## config.mk

```make
export PLATFORM = sky130hd
export DESIGN_NAME = zorro_dma_sequencer
export DESIGN_NICKNAME = d
export VERILOG_FILES = /design/src/rtl/zorro_dma_sequencer.sv
export SDC_FILE = /design/constraint.sdc
export NUM_CORES = 1
export LEC_CHECK = 0
export ABC_AREA = 1
export BUFFER_PORTS_ARGS = -buffer_cell sky130_fd_sc_hd__buf_2
export CORE_UTILIZATION = 38
export CTS_CLUSTER_SIZE = 14
export DETAILED_ROUTE_END_ITERATION = 16
export HOLD_SLACK_MARGIN = 0.02
export PLACE_DENSITY = 0.69
export SLEW_MARGIN = 20
export SYNTH_ARGS = -nofsm -noshare
export SYNTH_HDL_FRONTEND = slang
export SYNTH_SLANG_ARGS = --single-unit
```

## constraint.sdc

```tcl
create_clock -name clk_i -period 13 [get_ports clk_i]
set_clock_uncertainty 0.15 [all_clocks]
set_input_delay 3.9 -clock clk_i [delete_from_list [all_inputs] [get_ports clk_i]]
set_output_delay 3.9 -clock clk_i [all_outputs]
set_load 0.02 [all_outputs]
```

## src/rtl/zorro_dma_sequencer.sv

```systemverilog
// Splits a SCSI DMA descriptor into single Zorro III master cycles, choosing
// the cycle size per step, inserting fairness gaps and timing out lost acks.
`timescale 1ns/1ps
module zorro_dma_sequencer #(
    parameter int unsigned MAX_BURST  = 4,
    parameter int unsigned GAP_CYCLES = 2,
    parameter int unsigned TIMEOUT    = 255
) (
    input  logic        clk_i,
    input  logic        rst_i,
    input  logic        go_i,
    input  logic        dir_i,
    input  logic [31:0] start_addr_i,
    input  logic [23:0] byte_count_i,
    input  logic        abort_i,
    output logic        busy_o,
    output logic        done_o,
    output logic        aborted_o,
    output logic        error_o,
    output logic [31:0] cur_addr_o,
    output logic [23:0] remain_o,
    output logic        dma_start_o,
    output logic        dma_read_o,
    output logic [31:0] dma_addr_o,
    output logic [1:0]  dma_siz_o,
    input  logic        dma_ack_i,
    input  logic        dma_active_i
);

    typedef enum logic [2:0] {
        S_IDLE, S_ISSUE, S_WAIT, S_NEXT, S_GAP, S_FINISH, S_FAULT
    } state_t;

    state_t      state_q, state_d;
    logic        dir_q, dir_d;
    logic [31:0] addr_q, addr_d;
    logic [23:0] rem_q, rem_d;
    logic        busy_q, busy_d;
    logic        done_q, done_d;
    logic        aborted_q, aborted_d;
    logic        error_q, error_d;
    logic        start_q, start_d;
    logic [31:0] daddr_q, daddr_d;
    logic [1:0]  siz_q, siz_d;
    logic [2:0]  len_q, len_d;
    logic [7:0]  cnt_q, cnt_d;
    logic [3:0]  burst_q, burst_d;
    logic        pend_q, pend_d;
    logic        abt_q, abt_d;

    logic [1:0]  siz_c;
    logic [2:0]  len_c;

    // Largest naturally aligned size that still fits in the remaining count
    always_comb begin
        siz_c = 2'b01;
        len_c = 3'd1;
        if (addr_q[1:0] == 2'b00 && rem_q >= 24'd4) begin
            siz_c = 2'b00;
            len_c = 3'd4;
        end else if (!addr_q[0] && rem_q >= 24'd2) begin
            siz_c = 2'b10;
            len_c = 3'd2;
        end
    end

    always_comb begin
        state_d   = state_q;
        dir_d     = dir_q;
        addr_d    = addr_q;
        rem_d     = rem_q;
        busy_d    = busy_q;
        done_d    = 1'b0;
        aborted_d = aborted_q;
        error_d   = error_q;
        start_d   = 1'b0;
        daddr_d   = daddr_q;
        siz_d     = siz_q;
        len_d     = len_q;
        cnt_d     = cnt_q;
        burst_d   = burst_q;
        pend_d    = pend_q;
        abt_d     = abt_q;
        unique case (state_q)
            S_IDLE: begin
                if (go_i) begin
                    busy_d    = 1'b1;
                    error_d   = 1'b0;
                    aborted_d = 1'b0;
                    dir_d     = dir_i;
                    addr_d    = start_addr_i;
                    rem_d     = byte_count_i;
                    burst_d   = 4'd0;
                    pend_d    = 1'b0;
                    abt_d     = 1'b0;
                    state_d   = (byte_count_i != 24'd0) ? S_ISSUE : S_FINISH;
                end
            end
            S_ISSUE: begin
                if (abort_i || pend_q) begin
                    abt_d   = 1'b1;
                    state_d = S_FINISH;
                end else if (!dma_active_i) begin
                    start_d = 1'b1;
                    daddr_d = addr_q;
                    siz_d   = siz_c;
                    len_d   = len_c;
                    cnt_d   = 8'd0;
                    state_d = S_WAIT;
                end
            end
            S_WAIT: begin
                // Abort only takes effect once the in-flight cycle has acked
                if (abort_i) pend_d = 1'b1;
                if (dma_ack_i) begin
                    addr_d  = addr_q + {29'd0, len_q};
                    rem_d   = rem_q - {21'd0, len_q};
                    burst_d = burst_q + 4'd1;
                    state_d = S_NEXT;
                end else if (cnt_q == 8'(TIMEOUT - 1)) begin
                    state_d = S_FAULT;
                end else begin
                    cnt_d = cnt_q + 8'd1;
                end
            end
            S_NEXT: begin
                if (rem_q == 24'd0 || pend_q || abort_i) begin
                    abt_d   = pend_q || abort_i;
                    state_d = S_FINISH;
                end else if (burst_q == 4'(MAX_BURST)) begin
                    burst_d = 4'd0;
                    cnt_d   = 8'd0;
                    state_d = S_GAP;
                end else begin
                    state_d = S_ISSUE;
                end
            end
            S_GAP: begin
                if (abort_i || pend_q) begin
                    abt_d   = 1'b1;
                    state_d = S_FINISH;
                end else if (cnt_q == 8'(GAP_CYCLES - 1)) begin
                    state_d = S_ISSUE;
                end else begin
                    cnt_d = cnt_q + 8'd1;
                end
            end
            S_FINISH: begin
                done_d    = 1'b1;
                busy_d    = 1'b0;
                aborted_d = abt_q;
                state_d   = S_IDLE;
            end
            S_FAULT: begin
                error_d = 1'b1;
                busy_d  = 1'b0;
                state_d = S_IDLE;
            end
            default: state_d = S_IDLE;
        endcase
    end

    always_ff @(posedge clk_i or posedge rst_i) begin
        if (rst_i) begin
            state_q   <= S_IDLE;
            dir_q     <= 1'b0;
            addr_q    <= 32'd0;
            rem_q     <= 24'd0;
            busy_q    <= 1'b0;
            done_q    <= 1'b0;
            aborted_q <= 1'b0;
            error_q   <= 1'b0;
            start_q   <= 1'b0;
            daddr_q   <= 32'd0;
            siz_q     <= 2'b00;
            len_q     <= 3'd0;
            cnt_q     <= 8'd0;
            burst_q   <= 4'd0;
            pend_q    <= 1'b0;
            abt_q     <= 1'b0;
        end else begin
            state_q   <= state_d;
            dir_q     <= dir_d;
            addr_q    <= addr_d;
            rem_q     <= rem_d;
            busy_q    <= busy_d;
            done_q    <= done_d;
            aborted_q <= aborted_d;
            error_q   <= error_d;
            start_q   <= start_d;
            daddr_q   <= daddr_d;
            siz_q     <= siz_d;
            len_q     <= len_d;
            cnt_q     <= cnt_d;
            burst_q   <= burst_d;
            pend_q    <= pend_d;
            abt_q     <= abt_d;
        end
    end

    assign busy_o      = busy_q;
    assign done_o      = done_q;
    assign aborted_o   = aborted_q;
    assign error_o     = error_q;
    assign cur_addr_o  = addr_q;
    assign remain_o    = rem_q;
    assign dma_start_o = start_q;
    assign dma_read_o  = dir_q;
    assign dma_addr_o  = daddr_q;
    assign dma_siz_o   = siz_q;

endmodule

```

---- After elaboration in Yosys (flattened, before gate mapping) ----
Cells that the tools add are included.
word-level totals
  flip-flop bits (word level) ............. 116
  bits of input ports ..................... 63
  output and inout bits ................... 96
cells by class
  $add $sub $neg .......................... 4
  magnitude comparators ................... 2
  eq/ne operators ......................... 25
  muxes and demuxes ....................... 49
  bitwise operators ....................... 2
  reduce and logical (&&, ||, !) cells .... 30
operators by type and width
  kind                                                  count
  two-way mux 32 bit                                    2
  two-way mux 8 bit                                     8
  case mux 32 bit (2 select lines)                      1
  two-way mux 24 bit                                    2
  case mux 24 bit (2 select lines)                      1
  two-way mux 3 bit                                     11
  adder 32 x 3 -> 32 bit                                1
  case mux 8 bit (4 select lines)                       1
  >= comparator 24 x 2 -> 1 bit, second input constant  1
  >= comparator 24 x 3 -> 1 bit, second input constant  1
  zero test 24 bit                                      1
  inequality test 2 bit, second input constant          12
  nonzero test 24 bit                                   1
  subtractor 24 x 3 -> 24 bit                           1
  two-way mux 4 bit                                     4
  case mux 3 bit (5 select lines)                       1
  case mux 4 bit (3 select lines)                       1
  equality test 3 bit, second input constant            3
  two-way mux 1 bit                                     9
  inequality test 3 bit, second input constant          3
  AND reduction 3 bit                                   3
  AND reduction 9 bit                                   1
  adder 8 x 1 -> 8 bit, second input constant           1
  equality test 8 x 1 -> 1 bit, second input constant   1
  other kinds (22)                                      41

---- Logic depth before layout (Yosys ltp) ----
Gate-level depths: netlist of the first run.
  depth after elaboration ................. 5
  gate-level depth with buffers ........... 14
  depth with buffers taken out ............ 14

---- Worst setup path before layout of the first run ----
Ideal clock, no wire load.
  path kind ............................... input to register
  start ................................... input port abort_i
  end ..................................... register cnt_q[0]
  arrival time ............................ 4.902 ns
  data required time ...................... 12.733 ns
  path slack .............................. 7.831 ns
  stages .................................. 8
  buffers on the path ..................... 0
  cells stage by stage .................... nor2_1 > inv_1 > nand2_1 > nand3_1 > nor2_4 > nand2_2 > nand2_1 > nand2_1
on the way
  cells in the longest elaborated chain, start to end .. 3
  elaborated cells on any way between the ends .. 6
  those cells by class .................... 3 x eq/ne; 3 x reduce/logical
ends and longest elaborated chain
  element                                     RTL line       RTL
  start: declaration                          15             input logic abort_i,
  logical OR 1 bit, on equally long branches  127, 100, 139
  inequality test 2 bit (no source line)      -
  AND reduction 9 bit (no source line) *      -
  end signal: assignment                      194            cnt_q <= cnt_d;
  end: declaration                            46             logic [7:0] cnt_q, cnt_d;
Every way passes the cells marked *; elsewhere a longest branch is shown, timed or not.
A chain may end at the register's enable or synchronous reset.

---- Worst setup path in the final report of the first run ----
  start ................................... input port abort_i
  end ..................................... register daddr_q[22] (netlist: dma_addr_o[22])
on the way
  cells in the longest elaborated chain, start to end .. 3
ends and longest elaborated chain
  element                               RTL line  RTL
  logical OR 1 bit                      100       if (abort_i || pend_q) begin
  inverter 1 bit (no source line)       -
  AND reduction 3 bit (no source line)  -
  end signal: assignment                191       daddr_q <= daddr_d;
  end: declaration                      43        logic [31:0] daddr_q, daddr_d;
No other way between the ends.

==> flow_summary.toml, run 1 <==
[synthesis]
syn-num-nets = 1155
synth-async-reset-ratio_pct = 100
avgSynthCellArea_um2 = 6.75
synth_seq_cells = 114
synthMuxAreaShare_pct = 0
synth_cell_types = 37
ys_seq_area_share_pct = 39.1
synthAdderAreaFrac_pct = 2.44
synthSimpleGateAreaFrac_pct = 35.7
synth_compound_area_share_pct = 12.6
synth_top_family_by_area = "simple AND/OR/NAND/NOR gates"
ys.flop_type = "dfrtp_1"
ys_warn_count = 0
yosys-top-cells-area = "dfrtp_1 (39%), nand2_1 (18%), nor2_1 (6.9%)"
synth_xor_xnor_area_share_pct = 1.08
yosysTopAreaCellShare_pct = 39.1
synthesis.area_um2 = 7290
syn_inst = 1079
synth_edf_count = 0
yosys.area.top_type = "dfrtp_1"

[power_and_ir_drop]
p_leak_nw = 4.40
vdd.ir_drop.worst_uv = 102
power.density_nw_per_um2 = 259

[worst_setup_path]
critPathKind = "in -> reg"
crit_required_ns = 13.11
timing.rr.end = "cur_addr_o[15]"
cp-end-kind = "flop"
cp.arrival_ns = 5.51
reg2reg_slack_ns = 9.77
reg2reg_from = "state_q[0]"
reg2reg_depth = 12
critPathMaxFanout = 64
critPathLaunchType = "input pin"

[place]
dp_hpwl_mm = 15.6
placed_area_um2 = 8200
io_buffer_count = 158
gp_congestion = 0.906

[drt]
vias = 7453
avgViaCountPerCell = 5.07
firstDrtPassIters = 6
drt_iter0_drc = 486
routed_wl_mm = 21.7
drc = 0
wl_per_cell_um = 14.7
drt.antenna.violating_nets = 0

[clock_tree]
clk_pin_slew_worst_paths_ns = 0.05
cts_inserted_buffers = 17
cts_root_buf = "clkbuf_16"
cts_tree = "done"
clock-sinks = 114
insertion_delay_ns = 0.42
cts_resized = 0
cts_max_path_buffers = 2
ctsHoldBuffers = 0
htree_levels = 4
post_cts_buffers = 0

[layout]
antenna_cells = 0
final_area_um2 = 8720
nNetsFinal = 1300
syn2layout_area_growth_pct = 19.7
drive_gt1_share_pct = 17.2

[worst_hold_path]
hp-class = "reg -> reg"
hp-start = "abt_q"
hold_depth = 2
whs_endpoint = "abt_q"

[global_route]
grt_pass1_vias = 6943
antenna_found_initial = 0
grt_overflow = 0
grt_max_degree = 94
grt_pass1_wl_mm = 35.7
groute.usage.overall_pct = 23.2

[die]
die-area_um2 = 19700
core.rowCount = 50
start_util_pct = 38.8
ios = 159
coreArea_um2 = 18800
dieWidth_um = 140
die_y_um = 140

[sta]
max_freq_mhz = 185
setup_violations = 0
post-route-min-period_ns = 5.40
timing.final.crit_share_pct = 41.5
relSlewSlack_pct = 33.0
tightest_slew_ns = 1.00
rsz0062_at_grt = "false"
fin_setup_tns_ns = 0
hold_viol = 0
slew_violations = 0

[run]
maxCapViolCount = 0

[run_status]
status = "complete, no violations"
## report_power, final
| group | internal [mW] | total (mW) | leakage, nW | switching [mW] |
|---|---|---|---|---|
| registers | 0.514 | 0.694 | 1.42 | 0.180 |
| logic | 0.359 | 1.14 | 2.72 | 0.776 |
| clock network | 0.268 | 0.431 | 0.266 | 0.163 |
## metrics by stage
step           power [mW]  instances  hold WS [ns]  utilization [%]  worst slack (ns)
6_report             2.26       1469         0.320             46.5              7.60
5_1_grt              2.45       1469         0.340             46.5              7.35
4_1_cts              2.27       1469         0.324             46.5              7.62
3_5_place_dp         1.83       1439         0.306             43.7              7.18
3_3_place_gp         1.81       1439         0.304             43.7              7.30
2_1_floorplan        1.49       1079         0.292                -              5.93
## logic make-up (layout without fill, tap and decap cells)
| family | count (synthesis) | count (layout) |
|---|---|---|
| xor+xnor | 9 | 9 |
| compound gates | 162 | 162 |
| flops | 114 | 114 |
| buf+inv | 158 | 314 |
| fa+ha+maj | 13 | 13 |
| simple gates | 623 | 623 |
## critical path: stages
cell and delay [ns]:
buf_2 0.10, nor2_1 0.42, nand2_1 0.21, nor2_4 0.20, inv_2 0.40, nand2_1 0.17, o21ai_1 0.09
## flip-flops by register name (all words and copies together), names as in the netlist
register	count
abt_q	1
dma_addr_o	32
remain_o	24
cnt_q	8
dma_read_o	1
aborted_o	1
done_o	1
pend_q	1
dma_start_o	1
busy_o	1
burst_q	4
state_q	3
dma_siz_o	1
len_q	2
cur_addr_o	32
error_o	1
## cell type report
cell class,instances,area (um^2)
well taps,234,293
flip-flops and latches,114,2850
inverters,124,473
repair buffers,160,806
fillers,1969,10000
clock buffers,23,468
multi-input cells,807,3770
clock inverters,7,60.1
## Yosys cell counts (3+ instances only)
master / count
dfrtp_1: 114
nor3_1: 3
buf_6: 4
clkbuf_1: 8
nor2_1: 134
buf_4: 3
xor2_1: 6
buf_2: 19
nor2_4: 4
o21ai_0: 37
ha_1: 11
o211ai_1: 6
a21oi_1: 31
o22ai_1: 5
o21ai_1: 55
inv_1: 118
inv_2: 4
nand2_1: 356
or2_2: 5
xnor2_1: 3
nand4_1: 15
a31oi_1: 3
o21a_1: 19
nand3_1: 94
## how the worst max path moves through the flow
stage / end / start / slack (ns)
floorplan: aborted_o / rst_i / 5.93
global placement: dma_addr_o[20] / abort_i / 7.30
detailed placement: dma_addr_o[22] / abort_i / 7.18
CTS: dma_addr_o[22] / abort_i / 7.62
global route: dma_addr_o[20] / abort_i / 7.35
finish: dma_addr_o[22] / abort_i / 7.60
## cells in the final DEF (no fill, tap or decap), drive strengths merged
cell type  netlist  layout
a22oi            1       1
inv            124     124
o22ai            7       7
a21oi           31      31
clkbuf           8      23
and2             2       2
o21ai           92      92
fa               2       2
xor2             6       6
o21a            19      19
nor3b            2       2
nor3             4       4
bufinv           0       1
a31oi            3       3
a22o             1       1
dfrtp          114     114
nand4           15      15
xnor2            3       3
nand3           94      94
buf             26     160
clkinv           0       6
a21o             2       2
o211ai           6       6
nor2           140     140
nand2          361     361
or2              5       5
ha              11      11
## layer usage
metal,routed length [um],part of all wire [%],up-vias,GRT usage [%]
li1,-,-,3723,-
met1,9650,45,3426,30.2
met2,10100,47,257,37.1
met3,1180,5.4,47,4.34
met4,733,3.4,0,11.0
met5,0,0,-,0
Power figures use the tool's default switching activity.
==> run 2, diff against run 1 <==
--- a/config.mk
+++ b/config.mk
@@ -11,7 +11,7 @@
 export CTS_CLUSTER_SIZE = 14
 export DETAILED_ROUTE_END_ITERATION = 16
 export HOLD_SLACK_MARGIN = 0.02
-export PLACE_DENSITY = 0.69
+export PLACE_DENSITY = 0.71
 export SLEW_MARGIN = 20
 export SYNTH_ARGS = -nofsm -noshare
 export SYNTH_HDL_FRONTEND = slang
==> constraint.sdc (replaced) <==
create_clock -name clk_i -period 4.5 [get_ports clk_i]
set_clock_uncertainty 0.15 [all_clocks]
set_input_delay 1.35 -clock clk_i [delete_from_list [all_inputs] [get_ports clk_i]]
set_output_delay 1.35 -clock clk_i [all_outputs]
set_load 0.02 [all_outputs]
==> run 2 against run 1 <==
  * Die area unchanged
  * Clock power increased to 3.3 times the previous value
  * Global-route usage decreased by 0.35 points
  * Critical endpoint is now cur_addr_o[20]
  * Highest routed layer unchanged
==> flow_summary.toml, run 2 (synthesized netlist as in run 1, its figures left out) <==
[global_route]
grt_max_degree = 74
grt_overflow = 0
antenna_found_initial = 0
grt_use_met2_pct = 37.0
groute.usage.overall_pct = 22.8
grt_pass1_vias = 6932
grt_use_met3_pct = 3.56
busiest_layer = "met2"
grt_pass1_wl_mm = 35.1
grt_use_met1_pct = 30.0

[power_and_ir_drop]
vdd.ir_drop.worst_uv = 291
power.density_nw_per_um2 = 765
p_leak_nw = 4.45

[die]
core.rowCount = 50
start_util_pct = 38.8
dieWidth_um = 140
ios = 159
die-area_um2 = 19700
coreArea_um2 = 18800
die_y_um = 140

[worst_setup_path]
reg2reg_depth = 12
cp.arrival_ns = 3.01
cp_num_buf_inv = 4
critical-path-top-delay-family = "buffers and inverters"
cp-end-kind = "flop"
reg2reg_slack_ns = 1.69
reg2reg_from = "state_q[0]"
slowest_stage = "dfrtp_1"
crit_required_ns = 4.70
critPathLaunchType = "flop"
critPathMaxFanout = 42
critPathKind = "reg -> reg"
max_stage_delay_ns = 0.44
timing.rr.end = "cur_addr_o[20]"
path_cells = "inv_2, nand2_1, nor2_4, buf_4, nand2_2, nand2_4, nand2_8, inv_4, buf_4, o21a_1, nand2_1, o21ai_1"

[clock_tree]
cts_inserted_buffers = 17
cts_tree = "done"
htree_levels = 4
cts_root_buf = "clkbuf_16"
ctsHoldBuffers = 0
insertion_delay_ns = 0.43
post_cts_buffers = 0
cts_max_path_buffers = 2
clock-sinks = 114
cts_resized = 0
clk_pin_slew_worst_paths_ns = 0.06

[run]
maxCapViolCount = 0

[drt]
vias = 7542
wl_per_cell_um = 14.9
routed_wl_mm = 22.0
drt_iter0_drc = 525
drc = 0
firstDrtPassIters = 7
avgViaCountPerCell = 5.11
drt.antenna.violating_nets = 0

[run_status]
status = "complete, no violations"

[sta]
slew_violations = 0
tightest_slew_ns = 0.982
relSlewSlack_pct = 34.4
hold_viol = 0
max_freq_mhz = 355
timing.final.crit_share_pct = 62.5
rsz0062_at_grt = "false"
setup_violations = 0
post-route-min-period_ns = 2.81
fin_setup_tns_ns = 0

[place]
place_inst = 1443
io_buffer_count = 158
dp_hpwl_mm = 15.8
gp_congestion = 0.962

[worst_hold_path]
hp-start = "abt_q"
whs_endpoint = "abt_q"
hold_depth = 2
hp-class = "reg -> reg"

[layout]
syn2layout_area_growth_pct = 21.6
final_common_cell = "nand2_1"
nNetsFinal = 1304
drive_gt1_share_pct = 18.0
antenna_cells = 0
final-instance-count-excl-fill = 1475
layout_common_cells = "nand2_1 (356), buf_2 (158), nor2_1 (134)"
run 2: cell count changes in the layout (fill, tap and decap cells not counted), sizes merged:
cell,change
bufinv,+2
clkbuf,-3
clkinv,-3
clkinvlp,+6
buf,+4
run 2: cell type report:
cell class                      count  area [um^2]
Sequential cell                   114         2850
Inverter                          124          474
Timing Repair Buffer              164          848
Multi-Input combinational cell    807         3770
Clock buffer                       20          467
Tap cell                          234          293
Clock inverter                     12          155
Fill cell                        1903         9910
run 2: routing by layer:
| layer | vias to the layer above | routed length (um) |
|---|---|---|
| met5 | - | 0 |
| met4 | 0 | 688 |
| met1 | 3465 | 9890 |
| li1 | 3746 | - |
| met3 | 45 | 1180 |
| met2 | 286 | 10200 |
run 2: worst max-delay path by stage:
| stage | start | end | slack [ns] | depth (start not counted) |
|---|---|---|---|---|
| 2_1_floorplan | rst_i | aborted_o | 1.61 | 1 |
| 3_3_place_gp | abort_i | dma_addr_o[15] | 1.37 | 7 |
| 3_5_place_dp | abort_i | dma_addr_o[13] | 1.29 | 7 |
| 4_1_cts | state_q[0] | cur_addr_o[28] | 1.71 | 12 |
| 5_1_grt | state_q[0] | cur_addr_o[24] | 1.48 | 12 |
| 6_report | state_q[0] | cur_addr_o[20] | 1.69 | 12 |
run 2: worst register-to-register path, stage by stage, from the launching register on:
cell	delay, ns
dfrtp_1	0.44
inv_2	0.07
nand2_1	0.09
nor2_4	0.11
buf_4	0.38
nand2_2	0.15
nand2_4	0.12
nand2_8	0.17
inv_4	0.43
buf_4	0.36
o21a_1	0.17
nand2_1	0.05
o21ai_1	0.07
run 2: report_power, final:
part | switching [mW] | internal (mW) | total, mW
Sequential | 0.536 | 1.48 | 2.02
Clock | 0.523 | 0.914 | 1.44
Combinational | 2.27 | 1.06 | 3.32
run 2: per-stage QoR:
stage	hold WS [ns]	power, mW	worst slack [ns]	util (%)	area, um^2
2_1_floorplan	0.292	4.31	1.61	-	7290
6_report	0.328	6.78	1.69	47.2	8860
5_1_grt	0.345	7.28	1.48	47.2	8860
4_1_cts	0.331	6.79	1.71	47.2	8860
3_3_place_gp	0.307	5.27	1.37	43.9	8240
3_5_place_dp	0.313	5.33	1.29	43.9	8240
